File: src/rtl/mem_arbiter_if.sv
`default_nettype none
// ============================================================================
// Module      : mem_arbiter_if
// Description : Bundle of the three buses around mem_arbiter: fetch port
//               (imem_*), data port (dmem_*) and external memory (mem_*).
//               master : the arbiter's view (takes requests, drives memory)
//               slave  : the environment's view (core + memory model)
// Revision    : 1.0 - initial release
// ----------------------------------------------------------------------------
// Signals:
//   imem_rd_addr/enable -> arbiter      imem_rd_data/ready/err <- arbiter
//   dmem_addr/rd/wr/wr_data/wr_strb ->  dmem_rd_data/ready/err <- arbiter
//   mem_addr/rd/wr/wr_data/wr_strb <-   mem_rd_data/mem_ready  -> arbiter
// ============================================================================
interface mem_arbiter_if #(
  parameter int ADDR_W = 32,
  parameter int DATA_W = 32
);
  localparam int STRB_W = DATA_W / 8;

  // fetch port
  logic [ADDR_W-1:0] imem_rd_addr;
  logic              imem_rd_enable;
  logic [DATA_W-1:0] imem_rd_data;
  logic              imem_rd_ready;
  logic              imem_err;

  // data port
  logic [ADDR_W-1:0] dmem_addr;
  logic              dmem_rd_enable;
  logic              dmem_wr_enable;
  logic [DATA_W-1:0] dmem_wr_data;
  logic [STRB_W-1:0] dmem_wr_strb;
  logic [DATA_W-1:0] dmem_rd_data;
  logic              dmem_ready;
  logic              dmem_err;

  // external memory
  logic [ADDR_W-1:0] mem_addr;
  logic              mem_rd_enable;
  logic              mem_wr_enable;
  logic [DATA_W-1:0] mem_wr_data;
  logic [STRB_W-1:0] mem_wr_strb;
  logic [DATA_W-1:0] mem_rd_data;
  logic              mem_ready;

  modport master (
    input  imem_rd_addr, imem_rd_enable,
    output imem_rd_data, imem_rd_ready, imem_err,
    input  dmem_addr, dmem_rd_enable, dmem_wr_enable, dmem_wr_data, dmem_wr_strb,
    output dmem_rd_data, dmem_ready, dmem_err,
    output mem_addr, mem_rd_enable, mem_wr_enable, mem_wr_data, mem_wr_strb,
    input  mem_rd_data, mem_ready
  );

  modport slave (
    output imem_rd_addr, imem_rd_enable,
    input  imem_rd_data, imem_rd_ready, imem_err,
    output dmem_addr, dmem_rd_enable, dmem_wr_enable, dmem_wr_data, dmem_wr_strb,
    input  dmem_rd_data, dmem_ready, dmem_err,
    input  mem_addr, mem_rd_enable, mem_wr_enable, mem_wr_data, mem_wr_strb,
    output mem_rd_data, mem_ready
  );
endinterface
`default_nettype wire

File: src/rtl/mem_arbiter.sv
`default_nettype none
// ============================================================================
// Module      : mem_arbiter
// Description : Shares one single-ported memory between the instruction
//               fetch port (read-only) and the data port (read/write).
//               One transaction at a time: IDLE -> BUSY_I/BUSY_D -> DONE.
//               Data has priority; fetch is forced after STARVE_LIMIT data
//               grants made while it waited. A BUSY timeout completes the
//               transaction with err=1 instead of hanging.
// Revision    : 1.0 - initial release
// ----------------------------------------------------------------------------
// Ports:
//   clk   - clock
//   reset - synchronous, active-high reset
//   bus   - mem_arbiter_if.master (fetch, data and memory buses)
// ============================================================================
module mem_arbiter #(
  parameter int ADDR_W       = 32,
  parameter int DATA_W       = 32,
  parameter int STARVE_LIMIT = 4,
  parameter int TIMEOUT      = 255
) (
  input  wire logic     clk,
  input  wire logic     reset,
  mem_arbiter_if.master bus
);

  localparam int STRB_W = DATA_W / 8;
  localparam int SC_W   = (STARVE_LIMIT < 1) ? 1 : $clog2(STARVE_LIMIT + 1);
  localparam int TMR_W  = $clog2(TIMEOUT + 1);

  localparam logic [SC_W-1:0]  STARVE_MAX = SC_W'(STARVE_LIMIT);
  // Abort on the BUSY cycle whose increment would make the timer reach TIMEOUT
  localparam logic [TMR_W-1:0] TMR_LAST   = TMR_W'(TIMEOUT - 1);

  typedef enum logic [1:0] {
    IDLE   = 2'd0,
    BUSY_I = 2'd1,
    BUSY_D = 2'd2,
    DONE   = 2'd3
  } state_t;

  state_t             state_q, state_d;
  logic [SC_W-1:0]    starve_cnt_q, starve_cnt_d;
  logic [TMR_W-1:0]   timer_q, timer_d;

  logic [ADDR_W-1:0]  mem_addr_q, mem_addr_d;
  logic               mem_rd_enable_q, mem_rd_enable_d;
  logic               mem_wr_enable_q, mem_wr_enable_d;
  logic [DATA_W-1:0]  mem_wr_data_q, mem_wr_data_d;
  logic [STRB_W-1:0]  mem_wr_strb_q, mem_wr_strb_d;

  logic [DATA_W-1:0]  imem_rd_data_q, imem_rd_data_d;
  logic               imem_rd_ready_q, imem_rd_ready_d;
  logic               imem_err_q, imem_err_d;
  logic [DATA_W-1:0]  dmem_rd_data_q, dmem_rd_data_d;
  logic               dmem_ready_q, dmem_ready_d;
  logic               dmem_err_q, dmem_err_d;

  logic               data_req;
  logic               fetch_wins;

  always_comb begin
    state_d         = state_q;
    starve_cnt_d    = starve_cnt_q;
    timer_d         = timer_q;
    mem_addr_d      = mem_addr_q;
    mem_rd_enable_d = mem_rd_enable_q;
    mem_wr_enable_d = mem_wr_enable_q;
    mem_wr_data_d   = mem_wr_data_q;
    mem_wr_strb_d   = mem_wr_strb_q;
    imem_rd_data_d  = imem_rd_data_q;
    dmem_rd_data_d  = dmem_rd_data_q;
    // completion flags are single-cycle pulses
    imem_rd_ready_d = 1'b0;
    imem_err_d      = 1'b0;
    dmem_ready_d    = 1'b0;
    dmem_err_d      = 1'b0;

    data_req   = bus.dmem_wr_enable | bus.dmem_rd_enable;
    fetch_wins = bus.imem_rd_enable & (~data_req | (starve_cnt_q == STARVE_MAX));

    case (state_q)
      IDLE: begin
        if (fetch_wins) begin
          state_d         = BUSY_I;
          starve_cnt_d    = '0;
          timer_d         = '0;
          mem_addr_d      = bus.imem_rd_addr;
          mem_rd_enable_d = 1'b1;
          mem_wr_enable_d = 1'b0;
          mem_wr_data_d   = '0;
          mem_wr_strb_d   = '0;
        end else if (data_req) begin
          state_d         = BUSY_D;
          timer_d         = '0;
          mem_addr_d      = bus.dmem_addr;
          // write takes precedence when both enables are raised
          mem_wr_enable_d = bus.dmem_wr_enable;
          mem_rd_enable_d = ~bus.dmem_wr_enable;
          mem_wr_data_d   = bus.dmem_wr_data;
          mem_wr_strb_d   = bus.dmem_wr_strb;
          if (bus.imem_rd_enable && (starve_cnt_q != STARVE_MAX)) begin
            starve_cnt_d = starve_cnt_q + SC_W'(1);
          end
        end
      end

      BUSY_I, BUSY_D: begin
        timer_d = timer_q + TMR_W'(1);
        if (bus.mem_ready) begin
          state_d         = DONE;
          timer_d         = '0;
          mem_rd_enable_d = 1'b0;
          mem_wr_enable_d = 1'b0;
          if (state_q == BUSY_I) begin
            imem_rd_ready_d = 1'b1;
            imem_rd_data_d  = bus.mem_rd_data;
          end else begin
            dmem_ready_d = 1'b1;
            if (!mem_wr_enable_q) begin
              dmem_rd_data_d = bus.mem_rd_data;
            end
          end
        end else if (timer_q == TMR_LAST) begin
          state_d         = DONE;
          timer_d         = '0;
          mem_rd_enable_d = 1'b0;
          mem_wr_enable_d = 1'b0;
          if (state_q == BUSY_I) begin
            imem_rd_ready_d = 1'b1;
            imem_err_d      = 1'b1;
            imem_rd_data_d  = '0;
          end else begin
            dmem_ready_d   = 1'b1;
            dmem_err_d     = 1'b1;
            dmem_rd_data_d = '0;
          end
        end
      end

      DONE: begin
        // ready pulse is visible this cycle; no arbitration until IDLE
        state_d = IDLE;
      end

      default: begin
        state_d = IDLE;
      end
    endcase
  end

  always_ff @(posedge clk) begin
    if (reset) begin
      state_q         <= IDLE;
      starve_cnt_q    <= '0;
      timer_q         <= '0;
      mem_addr_q      <= '0;
      mem_rd_enable_q <= 1'b0;
      mem_wr_enable_q <= 1'b0;
      mem_wr_data_q   <= '0;
      mem_wr_strb_q   <= '0;
      imem_rd_data_q  <= '0;
      imem_rd_ready_q <= 1'b0;
      imem_err_q      <= 1'b0;
      dmem_rd_data_q  <= '0;
      dmem_ready_q    <= 1'b0;
      dmem_err_q      <= 1'b0;
    end else begin
      state_q         <= state_d;
      starve_cnt_q    <= starve_cnt_d;
      timer_q         <= timer_d;
      mem_addr_q      <= mem_addr_d;
      mem_rd_enable_q <= mem_rd_enable_d;
      mem_wr_enable_q <= mem_wr_enable_d;
      mem_wr_data_q   <= mem_wr_data_d;
      mem_wr_strb_q   <= mem_wr_strb_d;
      imem_rd_data_q  <= imem_rd_data_d;
      imem_rd_ready_q <= imem_rd_ready_d;
      imem_err_q      <= imem_err_d;
      dmem_rd_data_q  <= dmem_rd_data_d;
      dmem_ready_q    <= dmem_ready_d;
      dmem_err_q      <= dmem_err_d;
    end
  end

  assign bus.imem_rd_data  = imem_rd_data_q;
  assign bus.imem_rd_ready = imem_rd_ready_q;
  assign bus.imem_err      = imem_err_q;
  assign bus.dmem_rd_data  = dmem_rd_data_q;
  assign bus.dmem_ready    = dmem_ready_q;
  assign bus.dmem_err      = dmem_err_q;
  assign bus.mem_addr      = mem_addr_q;
  assign bus.mem_rd_enable = mem_rd_enable_q;
  assign bus.mem_wr_enable = mem_wr_enable_q;
  assign bus.mem_wr_data   = mem_wr_data_q;
  assign bus.mem_wr_strb   = mem_wr_strb_q;

endmodule
`default_nettype wire

File: src/flat_wrapper.sv
// flat-port wrapper written by rule: the top's interface ports become plain ports
module mem_arbiter_flat 
#(
  parameter int ADDR_W       = 32,
  parameter int DATA_W       = 32,
  parameter int STARVE_LIMIT = 4,
  parameter int TIMEOUT      = 255
)
  (clk, reset, bus_imem_rd_addr, bus_imem_rd_enable, bus_imem_rd_data, bus_imem_rd_ready, bus_imem_err, bus_dmem_addr, bus_dmem_rd_enable, bus_dmem_wr_enable, bus_dmem_wr_data, bus_dmem_wr_strb, bus_dmem_rd_data, bus_dmem_ready, bus_dmem_err, bus_mem_addr, bus_mem_rd_enable, bus_mem_wr_enable, bus_mem_wr_data, bus_mem_wr_strb, bus_mem_rd_data, bus_mem_ready);
  mem_arbiter_if #(.ADDR_W(ADDR_W), .DATA_W(DATA_W)) bus_i ();
  input  wire logic clk;
  input  wire logic reset;
  input wire logic [$bits(bus_i.imem_rd_addr)-1:0] bus_imem_rd_addr;
  input wire logic [$bits(bus_i.imem_rd_enable)-1:0] bus_imem_rd_enable;
  output wire logic [$bits(bus_i.imem_rd_data)-1:0] bus_imem_rd_data;
  output wire logic [$bits(bus_i.imem_rd_ready)-1:0] bus_imem_rd_ready;
  output wire logic [$bits(bus_i.imem_err)-1:0] bus_imem_err;
  input wire logic [$bits(bus_i.dmem_addr)-1:0] bus_dmem_addr;
  input wire logic [$bits(bus_i.dmem_rd_enable)-1:0] bus_dmem_rd_enable;
  input wire logic [$bits(bus_i.dmem_wr_enable)-1:0] bus_dmem_wr_enable;
  input wire logic [$bits(bus_i.dmem_wr_data)-1:0] bus_dmem_wr_data;
  input wire logic [$bits(bus_i.dmem_wr_strb)-1:0] bus_dmem_wr_strb;
  output wire logic [$bits(bus_i.dmem_rd_data)-1:0] bus_dmem_rd_data;
  output wire logic [$bits(bus_i.dmem_ready)-1:0] bus_dmem_ready;
  output wire logic [$bits(bus_i.dmem_err)-1:0] bus_dmem_err;
  output wire logic [$bits(bus_i.mem_addr)-1:0] bus_mem_addr;
  output wire logic [$bits(bus_i.mem_rd_enable)-1:0] bus_mem_rd_enable;
  output wire logic [$bits(bus_i.mem_wr_enable)-1:0] bus_mem_wr_enable;
  output wire logic [$bits(bus_i.mem_wr_data)-1:0] bus_mem_wr_data;
  output wire logic [$bits(bus_i.mem_wr_strb)-1:0] bus_mem_wr_strb;
  input wire logic [$bits(bus_i.mem_rd_data)-1:0] bus_mem_rd_data;
  input wire logic [$bits(bus_i.mem_ready)-1:0] bus_mem_ready;
  assign bus_i.imem_rd_addr = bus_imem_rd_addr;
  assign bus_i.imem_rd_enable = bus_imem_rd_enable;
  assign bus_imem_rd_data = bus_i.imem_rd_data;
  assign bus_imem_rd_ready = bus_i.imem_rd_ready;
  assign bus_imem_err = bus_i.imem_err;
  assign bus_i.dmem_addr = bus_dmem_addr;
  assign bus_i.dmem_rd_enable = bus_dmem_rd_enable;
  assign bus_i.dmem_wr_enable = bus_dmem_wr_enable;
  assign bus_i.dmem_wr_data = bus_dmem_wr_data;
  assign bus_i.dmem_wr_strb = bus_dmem_wr_strb;
  assign bus_dmem_rd_data = bus_i.dmem_rd_data;
  assign bus_dmem_ready = bus_i.dmem_ready;
  assign bus_dmem_err = bus_i.dmem_err;
  assign bus_mem_addr = bus_i.mem_addr;
  assign bus_mem_rd_enable = bus_i.mem_rd_enable;
  assign bus_mem_wr_enable = bus_i.mem_wr_enable;
  assign bus_mem_wr_data = bus_i.mem_wr_data;
  assign bus_mem_wr_strb = bus_i.mem_wr_strb;
  assign bus_i.mem_rd_data = bus_mem_rd_data;
  assign bus_i.mem_ready = bus_mem_ready;
  mem_arbiter #(.ADDR_W(ADDR_W), .DATA_W(DATA_W), .STARVE_LIMIT(STARVE_LIMIT), .TIMEOUT(TIMEOUT)) u_core (.clk(clk), .reset(reset), .bus(bus_i));
endmodule
File: config.mk
export PLATFORM = sky130hd
export DESIGN_NAME = mem_arbiter_flat
export DESIGN_NICKNAME = d
export VERILOG_FILES = /design/src/rtl/mem_arbiter_if.sv /design/src/rtl/mem_arbiter.sv /design/src/flat_wrapper.sv
export SDC_FILE = /design/constraint.sdc
export NUM_CORES = 1
export LEC_CHECK = 0
export ABC_AREA = 1
export CAP_MARGIN = 20
export CORE_MARGIN = 4
export CORE_UTILIZATION = 39
export CTS_CLUSTER_DIAMETER = 120
export DETAILED_ROUTE_END_ITERATION = 10
export PLACE_DENSITY_LB_ADDON = 0.25
export REMOVE_ABC_BUFFERS = 1
export SYNTH_ARGS = -nofsm -noshare
export SYNTH_HDL_FRONTEND = slang
export SYNTH_SLANG_ARGS = --single-unit
export TNS_END_PERCENT = 30
File: constraint.sdc
create_clock -name clk -period 1.5 [get_ports clk]
set_input_delay 0.15 -clock clk [delete_from_list [all_inputs] [get_ports clk]]
set_output_delay 0.15 -clock clk [all_outputs]
set_load 0.1 [all_outputs]
---- After elaboration in Yosys (flattened, before gate mapping) ----
Cells that the tools add are included.
storage, ports and cells
  register bits after elaboration ......... 151
  input bits .............................. 138
  output and inout port bits .............. 138
  logic and storage cells ................. 90
cells by class
  add/sub/neg operators ................... 2
  eq/ne operators ......................... 9
  mux-type cells .......................... 42
  bitwise gates (word level) .............. 7
  reductions and logical operators ........ 16
operator list
  operator               number
  $mux W32               13
  $mux W8                4
  $pmux W8 S2            1
  $mux W1                12
  $mux W3                3
  $reduce_and A3 Y1      3
  $add A8 B1 Y8 const B  1
  $eq A8 B8 Y1 const B   1
  $mux W2                4
  $mux W4                2
  $reduce_bool A2 Y1     4
  $pmux W2 S3            1
  $reduce_and A2 Y1      3
  $eq A2 B2 Y1 const B   2
  $not A1 Y1             4
  $pmux W1 S2            2
  $reduce_and A4 Y1      1
  $reduce_or A2 Y1       2
  $add A3 B1 Y3 const B  1
  $eq A3 B3 Y1 const B   1
  $ne A3 B1 Y1 const B   1
  $ne A3 B2 Y1 const B   1
  $ne A3 B3 Y1 const B   1
  $reduce_or A3 Y1       1
  other kinds (6)        7

---- Longest topological paths before layout ----
  depth in word-level cells ............... 6
  depth in mapped cells ................... 10
  depth with buffers taken out ............ 10

---- Worst setup path before layout ----
No wires, ideal clock.
  path kind ............................... reg2reg
  start point ............................. register u_core.mem_wr_enable_q (netlist: u_core.bus.mem_wr_enable)
  end point ............................... register u_core.dmem_rd_data_q[22] (netlist: u_core.bus.dmem_rd_data[22])
  data arrival time ....................... 1611 ps
  data required time ...................... 1430 ps
  path slack .............................. -181 ps
  cell stages (with the launch flop) ...... 6
  path buffers ............................ 1
  period minus slack after synthesis ...... 1681 ps
  cell sequence ........................... dfxtp_1 > a21oi_4 > nand3_4 > buf_6 > nand2_1 > a21oi_1
between the ends
  cells in the longest elaborated chain, start to end .. 2
RTL lines
  element                      RTL line            source
  start, declared              mem_arbiter.sv:49   logic mem_wr_enable_q, mem_wr_enable_d;
  start signal, assigned       mem_arbiter.sv:175  mem_wr_enable_q <= mem_wr_enable_d;
  $ne A2 B2 Y1 (no line)       -
  $reduce_and A4 Y1 (no line)  -
  end signal, assigned         mem_arbiter.sv:181  dmem_rd_data_q <= dmem_rd_data_d;
  end, declared                mem_arbiter.sv:56   logic [DATA_W-1:0] dmem_rd_data_q, dmem_rd_data_d;
Every way passes these cells.
A chain may end at the register's enable or synchronous reset.

---- Final worst setup path ----
  start point ............................. register u_core.timer_q[0]
  end point ............................... register u_core.dmem_rd_data_q[16] (netlist: u_core.bus.dmem_rd_data[16])
between the ends
  cells in the longest elaborated chain, start to end .. 3
RTL lines
  element                       RTL line            source
  start, declared               mem_arbiter.sv:45   logic [TMR_W-1:0] timer_q, timer_d;
  start signal, assigned        mem_arbiter.sv:172  timer_q <= timer_d;
  $eq A8 B8 Y1                  mem_arbiter.sv:125  end else if (timer_q == TMR_LAST) begin
  $reduce_bool A2 Y1 (no line)  -
  $reduce_and A4 Y1 (no line)   -
Every way passes these cells.

==> metrics.csv <==
metric;value;unit
outcome;finished, violations left;
tightestPinTransition;326.4;ps
synth.area.top_cells;dfxtp_1 47%, nand2_1 11%, a21oi_1 11%;
fp.dieH;136.9;um
ant_nets;0;
failed_checks;setup timing;
max_freq;629.2;MHz
rr_endpoint;u_core.bus.dmem_rd_data[16];
power_leakage;5.231;nW
synth_largest_area_cell;dfxtp_1;
post_drt_wl_per_cell;17.85;um
place_ws;-235.0;ps
area_growth;89.91;%
finalWorstSetupSlack;-89.41;ps
wirelength;24870;um
drt_pass1_iterations;6;
fin_worst_skew;8.692;ps
fin_util;76.68;%
grt_max_degree;70;
crit_buf_inv;3;
power_density;2213;nW/um^2
cp.depth;10;
finalHoldViolCount;0;
path_class;register to register;
period_share;106.0;%
coreArea;16060;sq um
antenna_found_initial;0;
cpMostUsedCell;nand2_2;
regToRegSetupSlack;-90;ps
timing.hold.ws;160.2;ps
cts_hold_buffers;0;
clk_latency;420;ps
max-vdd-ir-drop;1.464;mV
period_needed;1589;ps
synth_edf_count;0;
num_vias;7087;
ys_async_sr_fraction;0;%
grt_pass1_wl;35050;um
vias_per_cell;5.088;
place_hpwl;16770;um
grt-ovfl-total;0;
ios;276;
cts-root-buf;clkbuf_16;
arrival;1920;ps
end_kind;register;
track_usage;23.73;%
ctsHtreeMaxLevel;4;
reg2reg_depth;10;
die_area;18750;sq um
cp_cell_sequence;inv_2 -> ha_4 -> nand2_2 -> nor2_2 -> nand2_2 -> nand2_8 -> buf_4 -> buf_12 -> nand4_1 -> a21oi_1;
num_rows;46;
rsz0062_at_grt;true;
syn-instance-count;863;
synthDistinctLibCells;30;
ys_ff_latch;151;
synth_warnings;0;
die_width;136.9;um
cts_tree;yes;
numCtsBuffers;17;
syn_area_per_cell;7.513;sq um
cp_data_required_time;1830;ps
drive_above_1_share;26.70;%
relSlewSlack;78.24;%
worstHoldStart;reset;
syn_area;6484;sq um
start_util;40.38;%
maxSlewViolCount;0;
drc;0;
hold-path-cell-count;4;
hold_path_end;u_core.bus.dmem_ready;
nets;1309;
hold_path_class;primary input to register;
max_cap_violations;0;
clk_path_buf_depth;2;
crit_family;simple AND/OR/NAND/NOR gates;
slowest_stage;dfxtp_2;
ys.flop_type;dfxtp_1;
portBuffers;275;
cts_sinks;151;
finalSetupViolations;63;
ys_seq_area_share;46.62;%
gp_congestion;0.8187;
rr_startpoint;u_core.timer_q[0];
clk_pin_slew;60;ps
drt_iter0_markers;389;
synth_top_area_share;46.62;%
startpoint_type;register;
worstPathMaxFanout;13;
n_fill_cell;1031;
grt_pass1_vias;6834;
cpPeakStageDelay;330;ps
[cells by family after synthesis]
logic type / share of synthesized area, %
simple gates: 19.72
compound gates: 20.90
buf+inv: 10.67
flops: 46.62
fa+ha+maj: 1.544
xor+xnor: 0.5403
[power breakdown]
part | leakage, nW | switching [W] | total, W | internal (W)
Sequential | 1.24 | 0.00105 | 0.00607 | 0.00503
Clock | 0.288 | 0.00174 | 0.00444 | 0.00270
Combinational | 3.70 | 0.0106 | 0.0167 | 0.00613
Total | 5.23 | 0.0134 | 0.0272 | 0.0139
[worst min-delay path, delay by kind of cell]
kind | cells | cell delay [ps]
and+or+nand+nor | 2 | 160
buffers and inverters | 2 | 210
[flip-flops by register name (all words and copies together) (netlist names)]
register,count
u_core.bus.dmem_err,1
u_core.bus.dmem_rd_data,32
u_core.bus.dmem_ready,1
u_core.bus.imem_err,1
u_core.bus.imem_rd_data,32
u_core.bus.imem_rd_ready,1
u_core.bus.mem_addr,32
u_core.bus.mem_rd_enable,1
u_core.bus.mem_wr_data,32
u_core.bus.mem_wr_enable,1
u_core.bus.mem_wr_strb,4
u_core.starve_cnt_q,3
u_core.state_q,2
u_core.timer_q,8
[per-stage QoR]
stage                     std cells  power [W]  cell area (sq um)  TNS (ps)
after global routing           1392    0.02825              12310     -8406
after CTS                      1377    0.02675              11790    -11.06
after detailed placement       1343    0.02200              11110    -13190
final                          1393    0.02724              12310     -2976
after global placement         1343    0.02183              11110     -9428
after floorplan                 800    0.01500               6126    -83660
[worst max path at each step]
stage | startpoint | to | slack (ps)
after floorplan | u_core.state_q[0] | u_core.bus.imem_rd_data[0] | -1110
after global placement | bus_dmem_wr_enable | u_core.bus.mem_addr[10] | -160
after detailed placement | bus_dmem_wr_enable | u_core.bus.mem_addr[2] | -240
after CTS | u_core.state_q[0] | u_core.bus.mem_addr[21] | -5
after global routing | u_core.timer_q[0] | u_core.bus.dmem_rd_data[9] | -200
final | u_core.timer_q[0] | u_core.bus.dmem_rd_data[16] | -90
[metal layers]
| layer | vias up | part of all wire, % | track usage [%] |
|---|---|---|---|
| li1 | 3414 | - | - |
| met1 | 3295 | 37 | 26.62 |
| met2 | 330 | 49 | 39.84 |
| met3 | 48 | 11 | 10.59 |
| met4 | 0 | 2.8 | 8.481 |
| met5 | - | 0 | 0 |
[final cells by class]
cell class,count,area [sq um],area share [%]
diodes,1,2.502,0.02032
clock buffers,20,456.7,3.709
clock inverters,12,148.9,1.209
inverters,89,344.1,2.794
multi-input cells,560,3032,24.62
flip-flops and latches,151,3029,24.60
well taps,216,270.3,2.195
repair buffers,344,5030,40.85
[cells in the mapped netlist, types with 9 or more instances]
cell type and n:
inv_1 86, o21ai_1 11, buf_2 29, clkbuf_1 18
a21o_1 32, dfxtp_1 151, buf_6 10, nand4_1 33
nand3_1 9, o21ai_0 63, nand2_1 191, a21oi_1 137
nor2_1 54
[cells in the final DEF, fill, tap and decap left out, types with 16 or more instances in the layout]
cell and instances:
inv_1 80, nand2_2 24, buf_12 155, nor2_1 53, clkdlybuf4s50_1 136, o21ai_0 58, a21oi_1 128, a21o_1 32
o21ai_1 16, buf_4 36, dfxtp_1 146, nand2_1 158, nand4_1 33, clkbuf_16 23
[what timing repair did]
action / in CTS / in global routing
endpoints found under the hold margin: 0 / 0
endpoints found under the setup margin: 66 / 122
setup buffers: 1 / 8
gates cloned: 1 / 8
gates resized for setup: 10 / 90
pin swaps: 1 / 10
Note: power is estimated with default switching activity, not from simulation.
